==> src/rtl/fetch_pkg.sv <==
// Shared types and constants for the instruction fetch path.
package fetch_pkg;

    typedef logic [15:0] word_t;
    typedef logic [15:0] addr_t;
    typedef logic [1:0]  state_t;

    localparam state_t ST_BOOT   = 2'd0;
    localparam state_t ST_RUN    = 2'd1;
    localparam state_t ST_HALTED = 2'd2;

    localparam addr_t RESET_PC_DEF = 16'h0000;

endpackage

==> src/rtl/fetch_fifo.sv <==
// Synchronous instruction FIFO holding {pc, inst} pairs; flush empties it in one cycle.
module fetch_fifo #(
    parameter int DEPTH = 2,
    parameter int AW    = 1,
    parameter int W     = 32
) (
    input  logic          clk,
    input  logic          rst_n,
    input  logic          i_flush,
    input  logic          i_wr,
    input  logic [W-1:0]  i_wdata,
    input  logic          i_rd,
    output logic [W-1:0]  o_rdata,
    output logic [AW:0]   o_count
);

    logic [W-1:0]  r_mem [DEPTH];
    logic [AW-1:0] r_wptr;
    logic [AW-1:0] r_rptr;
    logic [AW:0]   r_cnt;

    // Storage is not reset; only pointers and count define what is valid.
    always_ff @(posedge clk) begin
        if (i_wr && !i_flush)
            r_mem[r_wptr] <= i_wdata;
    end

    always_ff @(posedge clk or negedge rst_n) begin
        if (!rst_n) begin
            r_wptr <= '0;
            r_rptr <= '0;
            r_cnt  <= '0;
        end else if (i_flush) begin
            r_wptr <= '0;
            r_rptr <= '0;
            r_cnt  <= '0;
        end else begin
            if (i_wr) r_wptr <= r_wptr + 1'b1;
            if (i_rd) r_rptr <= r_rptr + 1'b1;
            r_cnt <= r_cnt + (AW+1)'(i_wr) - (AW+1)'(i_rd);
        end
    end

    assign o_rdata = r_mem[r_rptr];
    assign o_count = r_cnt;

endmodule

==> src/rtl/fetch_controller.sv <==
// Fetch sequencer: PC, ROM read issue, response buffering, redirect/halt handling.
// Optional perf counters (perf_fetch, perf_bubble) are built when FETCH_PERF_CNT_EN is defined.
module fetch_controller
    import fetch_pkg::*;
#(
    parameter addr_t RESET_PC = RESET_PC_DEF,
    parameter int    FQ_DEPTH = 2,
    parameter int    FQ_AW    = 1
) (
    input  logic        clk,
    input  logic        rst_n,
    output logic        imem_rd_en,
    output logic [15:0] imem_addr,
    input  logic [15:0] imem_rdata,
    output logic        inst_valid,
    input  logic        inst_ready,
    output logic [15:0] inst,
    output logic [15:0] inst_pc,
    input  logic        redirect,
    input  logic [15:0] redirect_pc,
    input  logic        halt_req,
    output logic        halted
`ifdef FETCH_PERF_CNT_EN
    ,
    output logic [31:0] perf_fetch,
    output logic [31:0] perf_bubble
`endif
);

    state_t        r_state;
    state_t        w_state_nxt;
    addr_t         r_pc;
    addr_t         r_tag_pc;
    logic          r_inflight;
    logic [FQ_AW:0]   w_cnt;
    logic [FQ_AW+1:0] w_occ;
    logic [31:0]   w_head;
    logic          w_redirect;
    logic          w_deq;
    logic          w_issue;
    logic          w_wr;

    // Redirects are ignored in BOOT; elsewhere they pre-empt halt and the response write.
    assign w_redirect = redirect && (r_state != ST_BOOT);
    assign inst_valid = (w_cnt != '0);
    assign w_deq      = inst_valid && inst_ready;

    // Credit counts the slot freed by a same-cycle dequeue so fetch streams at 1/cycle.
    assign w_occ   = {1'b0, w_cnt} + (FQ_AW+2)'(r_inflight) - (FQ_AW+2)'(w_deq);
    assign w_issue = (r_state == ST_RUN) && !w_redirect && (w_occ < (FQ_AW+2)'(FQ_DEPTH));
    // A response arriving during a redirect belongs to the old stream and is dropped.
    assign w_wr    = r_inflight && !w_redirect;

    always_comb begin
        w_state_nxt = r_state;
        case (r_state)
            ST_BOOT:   w_state_nxt = ST_RUN;
            ST_RUN:    if (!w_redirect && halt_req) w_state_nxt = ST_HALTED;
            ST_HALTED: if (w_redirect || !halt_req) w_state_nxt = ST_RUN;
            default:   w_state_nxt = ST_BOOT;
        endcase
    end

    always_ff @(posedge clk or negedge rst_n) begin
        if (!rst_n) begin
            r_state    <= ST_BOOT;
            r_pc       <= RESET_PC;
            r_tag_pc   <= RESET_PC;
            r_inflight <= 1'b0;
        end else begin
            r_state    <= w_state_nxt;
            r_inflight <= w_issue;
            if (w_redirect) begin
                r_pc <= redirect_pc;
            end else if (w_issue) begin
                r_pc     <= r_pc + 16'd1;
                r_tag_pc <= r_pc;
            end
        end
    end

    fetch_fifo #(
        .DEPTH (FQ_DEPTH),
        .AW    (FQ_AW),
        .W     (32)
    ) u_fifo (
        .clk     (clk),
        .rst_n   (rst_n),
        .i_flush (w_redirect),
        .i_wr    (w_wr),
        .i_wdata ({r_tag_pc, imem_rdata}),
        .i_rd    (w_deq),
        .o_rdata (w_head),
        .o_count (w_cnt)
    );

    assign imem_rd_en = w_issue;
    assign imem_addr  = r_pc;
    assign inst_pc    = w_head[31:16];
    assign inst       = w_head[15:0];
    assign halted     = (r_state == ST_HALTED) && (w_cnt == '0) && !r_inflight;

`ifdef FETCH_PERF_CNT_EN
    logic [31:0] r_perf_fetch;
    logic [31:0] r_perf_bubble;

    always_ff @(posedge clk or negedge rst_n) begin
        if (!rst_n) begin
            r_perf_fetch  <= '0;
            r_perf_bubble <= '0;
        end else begin
            if (w_issue && (r_perf_fetch != 32'hFFFF_FFFF))
                r_perf_fetch <= r_perf_fetch + 32'd1;
            if (inst_ready && !inst_valid && (r_state == ST_RUN) &&
                (r_perf_bubble != 32'hFFFF_FFFF))
                r_perf_bubble <= r_perf_bubble + 32'd1;
        end
    end

    assign perf_fetch  = r_perf_fetch;
    assign perf_bubble = r_perf_bubble;
`endif

endmodule

==> config.mk <==
export PLATFORM = sky130hd
export DESIGN_NAME = fetch_controller
export DESIGN_NICKNAME = d
export VERILOG_FILES = /design/src/rtl/fetch_pkg.sv /design/src/rtl/fetch_fifo.sv /design/src/rtl/fetch_controller.sv
export SDC_FILE = /design/constraint.sdc
export NUM_CORES = 1
export LEC_CHECK = 0
export BUFFER_PORTS_ARGS = -buffer_cell sky130_fd_sc_hd__buf_2
export CAP_MARGIN = 20
export CORE_MARGIN = 5
export CORE_UTILIZATION = 49
export CTS_CLUSTER_DIAMETER = 150
export DETAILED_ROUTE_END_ITERATION = 8
export PLACE_DENSITY = 0.75
export RECOVER_POWER = 100
export SYNTH_ARGS = -nofsm -noshare
export SYNTH_HDL_FRONTEND = slang
export SYNTH_HIERARCHICAL = 1
export SYNTH_SLANG_ARGS = --single-unit
==> constraint.sdc <==
create_clock -name clk -period 3.9 [get_ports clk]
set_input_delay 0.195 -clock clk [delete_from_list [all_inputs] [get_ports clk]]
set_output_delay 0.195 -clock clk [all_outputs]
set_load 0.05 [all_outputs]
**Word-level counts from Yosys, hierarchy flattened**

Memories as Yosys holds them, arrays and structs flattened.
Cells that the tools add are included.

- Register bits after elaboration: 39
- Bits in latches: 0
- RAM bits: 64
- Output and inout port bits: 51
- Bits in read-only memories: 0
- Logic and storage cells: 55
- Memories: 1
- Input bits: 37

Memories:

| memory | words | width | read ports | clocked after memory_dff | wr ports | RTL line | RTL |
|---|---|---|---|---|---|---|---|
| u_fifo.r_mem | 2 | 32 | 1 | 0 | 1 | fetch_fifo.sv:17 | `logic [W-1:0] r_mem [DEPTH];` |

- $add $sub $neg: 7
- $mul: 0
- Divide/modulo/power cells: 0
- $lt $le $gt $ge: 1
- Equality and inequality tests: 4
- Bitwise logic cells: 1
- Reduce and logical (&&, ||, !) cells: 22
- Muxes and demuxes: 12
- Shift operators: 0

Operator list:

| cell | count |
|---|---|
| $mux W16 | 2 |
| $add A16 B1 Y16 const B | 1 |
| $reduce_bool A2 Y1 | 5 |
| $logic_and A1 B1 Y1 | 9 |
| $mux W1 | 6 |
| $mux W2 | 3 |
| $pmux W2 S3 | 1 |
| $logic_not A2 Y1 | 2 |
| $reduce_and A2 Y1 | 2 |
| $add A2 B1 Y3 | 1 |
| $logic_not A1 Y1 | 3 |
| $lt A3 B2 Y1 const B | 1 |
| $sub A3 B1 Y3 | 1 |
| $add A1 B1 Y1 const B | 2 |
| $add A2 B1 Y2 | 1 |
| $eq A2 B1 Y1 const B | 1 |
| $eq A2 B2 Y1 const B | 1 |
| $ne A2 B1 Y1 const B | 1 |
| $ne A2 B2 Y1 const B | 1 |
| $sub A2 B1 Y2 | 1 |
| $logic_or A1 B1 Y1 | 1 |
| $not A1 Y1 | 1 |

**Logic depth before layout (Yosys ltp)**

- Word-level depth: 7
- Gate-level depth with buffers: 13
- Gate-level depth less buffers: 10

**Cells and area by module**

Netlist, hierarchy kept.

By module, submodules not included:

| module | area each (um2) | cells an instance | instances |
|---|---|---|---|
| fetch_fifo | 2668.8 | 117 | 1 |
| fetch_controller | 1778.0 | 194 | 1 |

**Least setup slack after synthesis**

Ideal clock, no wire load.

- Kind: register to register
- Start: register r_state[1]
- End: memory u_fifo.r_mem[0][0] (enable)
- Stages on the path, launching flop included: 6
- Library setup time: 468 ps
- Slack: -321 ps
- Arrival time: 3753 ps
- Data required time: 3432 ps
- Path through: dfrtp_1 o21ai_0 inv_1 clkbuf_1 clkbuf_1 nor3b_1

- Longest elaborated chain between the ends: 7

RTL lines:

| what | RTL line | RTL |
|---|---|---|
| start: declaration | fetch_controller.sv:30 | `state_t r_state;` |
| start signal: assignment | fetch_controller.sv:71 | `r_state <= w_state_nxt;` |
| $reduce_bool A2 Y1 * | fetch_controller.sv:44 | `assign w_redirect = redirect && (r_state != ST_BOOT);` |
| $logic_and A1 B1 Y1 * | fetch_controller.sv:44 |  |
| named net w_redirect | fetch_controller.sv:38 | `logic w_redirect;` |
| $logic_not A1 Y1 * | fetch_fifo.sv:24, fetch_controller.sv:52 |  |
| $logic_and A1 B1 Y1 | fetch_controller.sv:52 | `assign w_wr = r_inflight && !w_redirect;` |
| $logic_and A1 B1 Y1 * | fetch_fifo.sv:24 | `if (i_wr && !i_flush)` |
| $mux W1 * | fetch_fifo.sv:24 |  |
| $mux W1 (not written as such) * | fetch_fifo.sv:25 | `r_mem[r_wptr] <= i_wdata;` |
| end: declaration | fetch_fifo.sv:17 |  |

The timed path passes the listed nets; every way through them passes the cells marked *.

**Final worst setup path**

- Start: register u_fifo.r_cnt[1], in the netlist u_fifo/o_count[1]
- End: output port imem_rd_en

- Longest elaborated chain between the ends: 5

RTL lines:

| what | RTL line | RTL |
|---|---|---|
| start: declaration | fetch_fifo.sv:20 | `logic [AW:0] r_cnt;` |
| start signal: assignment | fetch_fifo.sv:40 | `r_cnt <= r_cnt + (AW+1)'(i_wr) - (AW+1)'(i_rd);` |
| $reduce_bool A2 Y1 | fetch_controller.sv:45 | `assign inst_valid = (w_cnt != '0);` |
| $logic_and A1 B1 Y1 | fetch_controller.sv:46 | `assign w_deq = inst_valid && inst_ready;` |
| named net w_deq | fetch_controller.sv:39 | `logic w_deq;` |
| $sub A3 B1 Y3 | fetch_controller.sv:49 | `assign w_occ = {1'b0, w_cnt} + (FQ_AW+2)'(r_inflight) - (FQ_AW+2)'(w_deq);` |
| $lt A3 B2 Y1 | fetch_controller.sv:50 | `assign w_issue = (r_state == ST_RUN) && !w_redirect && (w_occ < (FQ_AW+2)'(FQ_DEPTH));` |
| $logic_and A1 B1 Y1 | fetch_controller.sv:50 |  |
| end: declaration | fetch_controller.sv:12 | `output logic imem_rd_en,` |

The timed path passes the listed nets, and every way through them passes these cells.

==> results.py <==
metrics = {
    "floorplanning": {
        "die_area_um2": 11100,
        "rows": 34,
        "initial_core_util_pct": 50.7,
        "ios": 88,
        "die_w_um": 105,
        "core_area_um2": 8760,
        "die_h_um": 105,
    },
    "critical_path": {
        "cp.arrival_ns": 3.45,
        "worstReg2RegStart": "u_fifo/o_count[1]",
        "cp.required_ns": 3.70,
        "crit_type": "register to output port",
        "crit_slowest_cell": "fa_1",
        "r2r_slack_ns": 0.39,
        "critPathCaptureType": "output port",
        "reg2reg_depth": 9,
        "crit_family": "simple AND/OR/NAND/NOR gates",
        "path_buf_inv": 2,
        "timing.rr.end": "imem_addr[13]",
        "max_stage_delay_ns": 0.48,
        "crit_fanout": 19,
        "path_cells": "or2_2 > and2_1 > ha_1 > nand2b_1 > fa_1 > nand4bb_1 > or2_4 > inv_4 > clkbuf_2",
        "startpoint_type": "register",
    },
    "routing": {
        "wl_per_cell_um": 16.0,
        "ant_nets": 0,
        "wl_um": 8280,
        "drt_iter0_drc": 87,
        "remaining_drc_errors": 0,
        "vias": 2708,
        "drt_pass1_iterations": 4,
        "vias_per_cell": 5.25,
    },
    "clocking": {
        "cts_root_buf": "clkbuf_8",
        "cts_tree": "built",
        "cts_buffers": 9,
        "clock_sinks": 103,
        "clk_pin_slew_worst_paths_ns": 0.10,
        "clock_path_buffers": 2,
        "htreeDepth": 3,
        "clk_latency_ns": 0.36,
        "postCtsSetupBuffers": 0,
    },
    "synthesis": {
        "synth_seq_area_share_pct": 65.2,
        "syn_area_per_cell_um2": 14.3,
        "yosysWarnings": 6,
        "ys_ff_latch": 103,
        "syn_area_um2": 4450,
        "synth_edf_count": 64,
        "synth_commonest_cells": "edfxtp_1, nand2_1, dfrtp_1",
        "synth.distinct_cells": 52,
        "yosys.area.top_type_share_pct": 43.2,
        "async_reset_ff_share_pct": 37.9,
        "ys_top_cells_by_area": "edfxtp_1, dfrtp_1, mux2_4, nand2_1, o21ai_0",
        "syn_nets": 353,
        "synth_area_leader_cell": "edfxtp_1",
        "ys.flop_type": "edfxtp_1",
        "postSynthCellCount": 311,
        "synth_most_common_cell": "edfxtp_1",
    },
    "place": {
        "place_inst": 498,
        "post-dp-hpwl_um": 5640,
        "dpl-instance-area_um2": 4950,
        "gp_congestion": 0.839,
        "portBuffers": 87,
    },
    "final_layout": {
        "layout.nets": 445,
        "fin_util_pct": 57.2,
        "drive_gt1_share_pct": 22.3,
        "n_antenna_cell": 0,
        "area.growth.synth_to_final_pct": 12.6,
        "fin_area_um2": 5010,
        "final-instance-count-excl-fill": 516,
    },
    "sta": {
        "rsz0062_at_grt": "false",
        "fin_crit_sh_pct": 93.5,
        "timing.setup.tns_ns": 0,
        "slew_headroom_pct": -40.0,
        "fin_worst_skew_ns": 0.00948,
        "setup-violations-final": 0,
        "worst_pin_slew_ns": 2.10,
        "period_minus_slack_ns": 3.65,
        "finalHoldViolCount": 0,
        "finalMaxSlewViolations": 73,
        "max_freq_mhz": 274,
    },
    "grt": {
        "overflow": 0,
        "antenna_found_initial": 0,
        "track_usage_pct": 14.9,
        "grt_pass1_vias": 2717,
        "grt_max_degree": 40,
        "grt_pass1_wl_um": 13400,
    },
    "run_status": {
        "status": "finished with violations",
        "violations": "max-capacitance violations, max-slew violations",
    },
    "power_and_ir_drop": {
        "p_leak_nw": 2.01,
        "finalPower_w": 0.00371,
        "p_per_area_nw_per_um2": 741,
        "ir_drop_mv": 0.391,
    },
    "worst_hold_path": {
        "min_from": "imem_rdata[4]",
        "worstHoldEndpoint": "u_fifo/r_mem[0][4]",
        "min_delay_path_depth": 1,
        "hold_path_class": "input pin to register",
    },
    "run": {
        "cap_violations": 2,
    },
}
[per-layer routing]
layer	track usage [%]	up-vias	part of all wire (%)
met5	0	-	0
met4	4.93	0	0.87
met3	4.28	9	8.9
met2	22.7	101	44
met1	20.7	1290	46
li1	-	1308	-
[state kept, by name, indices dropped and copies added (netlist names)]
signal	flops
r_tag_pc	16
u_fifo/o_count	2
imem_addr	16
u_fifo/r_wptr	1
r_inflight	1
r_state	2
u_fifo/r_mem	64
u_fifo/r_rptr	1
[per-stage QoR]
| step | hold slack [ns] | worst slack [ns] |
|---|---|---|
| floorplan | -0.101 | 0.533 |
| global placement | 0.355 | 0.480 |
| detailed placement | 0.359 | 0.378 |
| CTS | 0.00474 | 0.0814 |
| global route | 0.00838 | 0.0677 |
| finish | 0.0177 | 0.254 |
[worst max-delay path by stage]
| stage | from | endpoint | slack (ns) | cells past startpoint |
|---|---|---|---|---|
| after detailed placement | u_fifo/o_count[1] | imem_rd_en | 0.38 | 9 |
| final | u_fifo/o_count[1] | imem_rd_en | 0.25 | 9 |
| after floorplan | u_fifo/o_count[1] | r_tag_pc[5] | 0.53 | 13 |
| after global placement | u_fifo/o_count[1] | imem_rd_en | 0.48 | 9 |
| after global routing | u_fifo/o_count[1] | imem_rd_en | 0.07 | 9 |
| after CTS | u_fifo/o_count[1] | imem_rd_en | 0.08 | 9 |
[report_power, final]
part           total [W]  switching, W  internal, W
sequential       0.00165      0.000225      0.00142
combinational    0.00138      0.000984     0.000400
clock           0.000682      0.000376     0.000306
[layout by cell type, fill, tap and decap left out, types with 8 or more instances in the layout]
cell type and n:
nand3_1 8, buf_2 57, dfrtp_1 39, clkbuf_1 31
nor2_1 12, nand2_1 56, mux2_1 29, edfxtp_1 64
o21ai_0 13, clkbuf_8 9, inv_1 8
[area by class of cell]
| class | count | area, um^2 |
|---|---|---|
| Fill cell | 750 | 3750 |
| Timing Repair Buffer | 94 | 447 |
| Inverter | 9 | 36.3 |
| Tap cell | 108 | 135 |
| Sequential cell | 103 | 2900 |
| Clock buffer | 9 | 124 |
| Clock inverter | 7 | 78.8 |
| Multi-Input combinational cell | 186 | 1290 |
[kinds of logic (layout without fill, tap and decap cells)]
kind of cell | after synthesis | after routing | share of synthesized area, %
and+or+nand+nor | 108 | 108 | 12.1
DFF | 103 | 103 | 65.2
xor gates and xnor gates | 7 | 7 | 1.69
AOI/OAI and AO/OA | 31 | 31 | 4.90
muxes | 34 | 34 | 11.0
adders and majority gates | 6 | 6 | 1.80
buffers and inverters | 22 | 119 | 3.32
[timing repair]
item / 4_1_cts / 5_1_grt
setup endpoints to repair: 1 / 1
resized for setup: 1 / 1
endpoints found under the hold margin: 41 / 0
hold buffers: 2 / 0
Power figures use the tool's default switching activity.
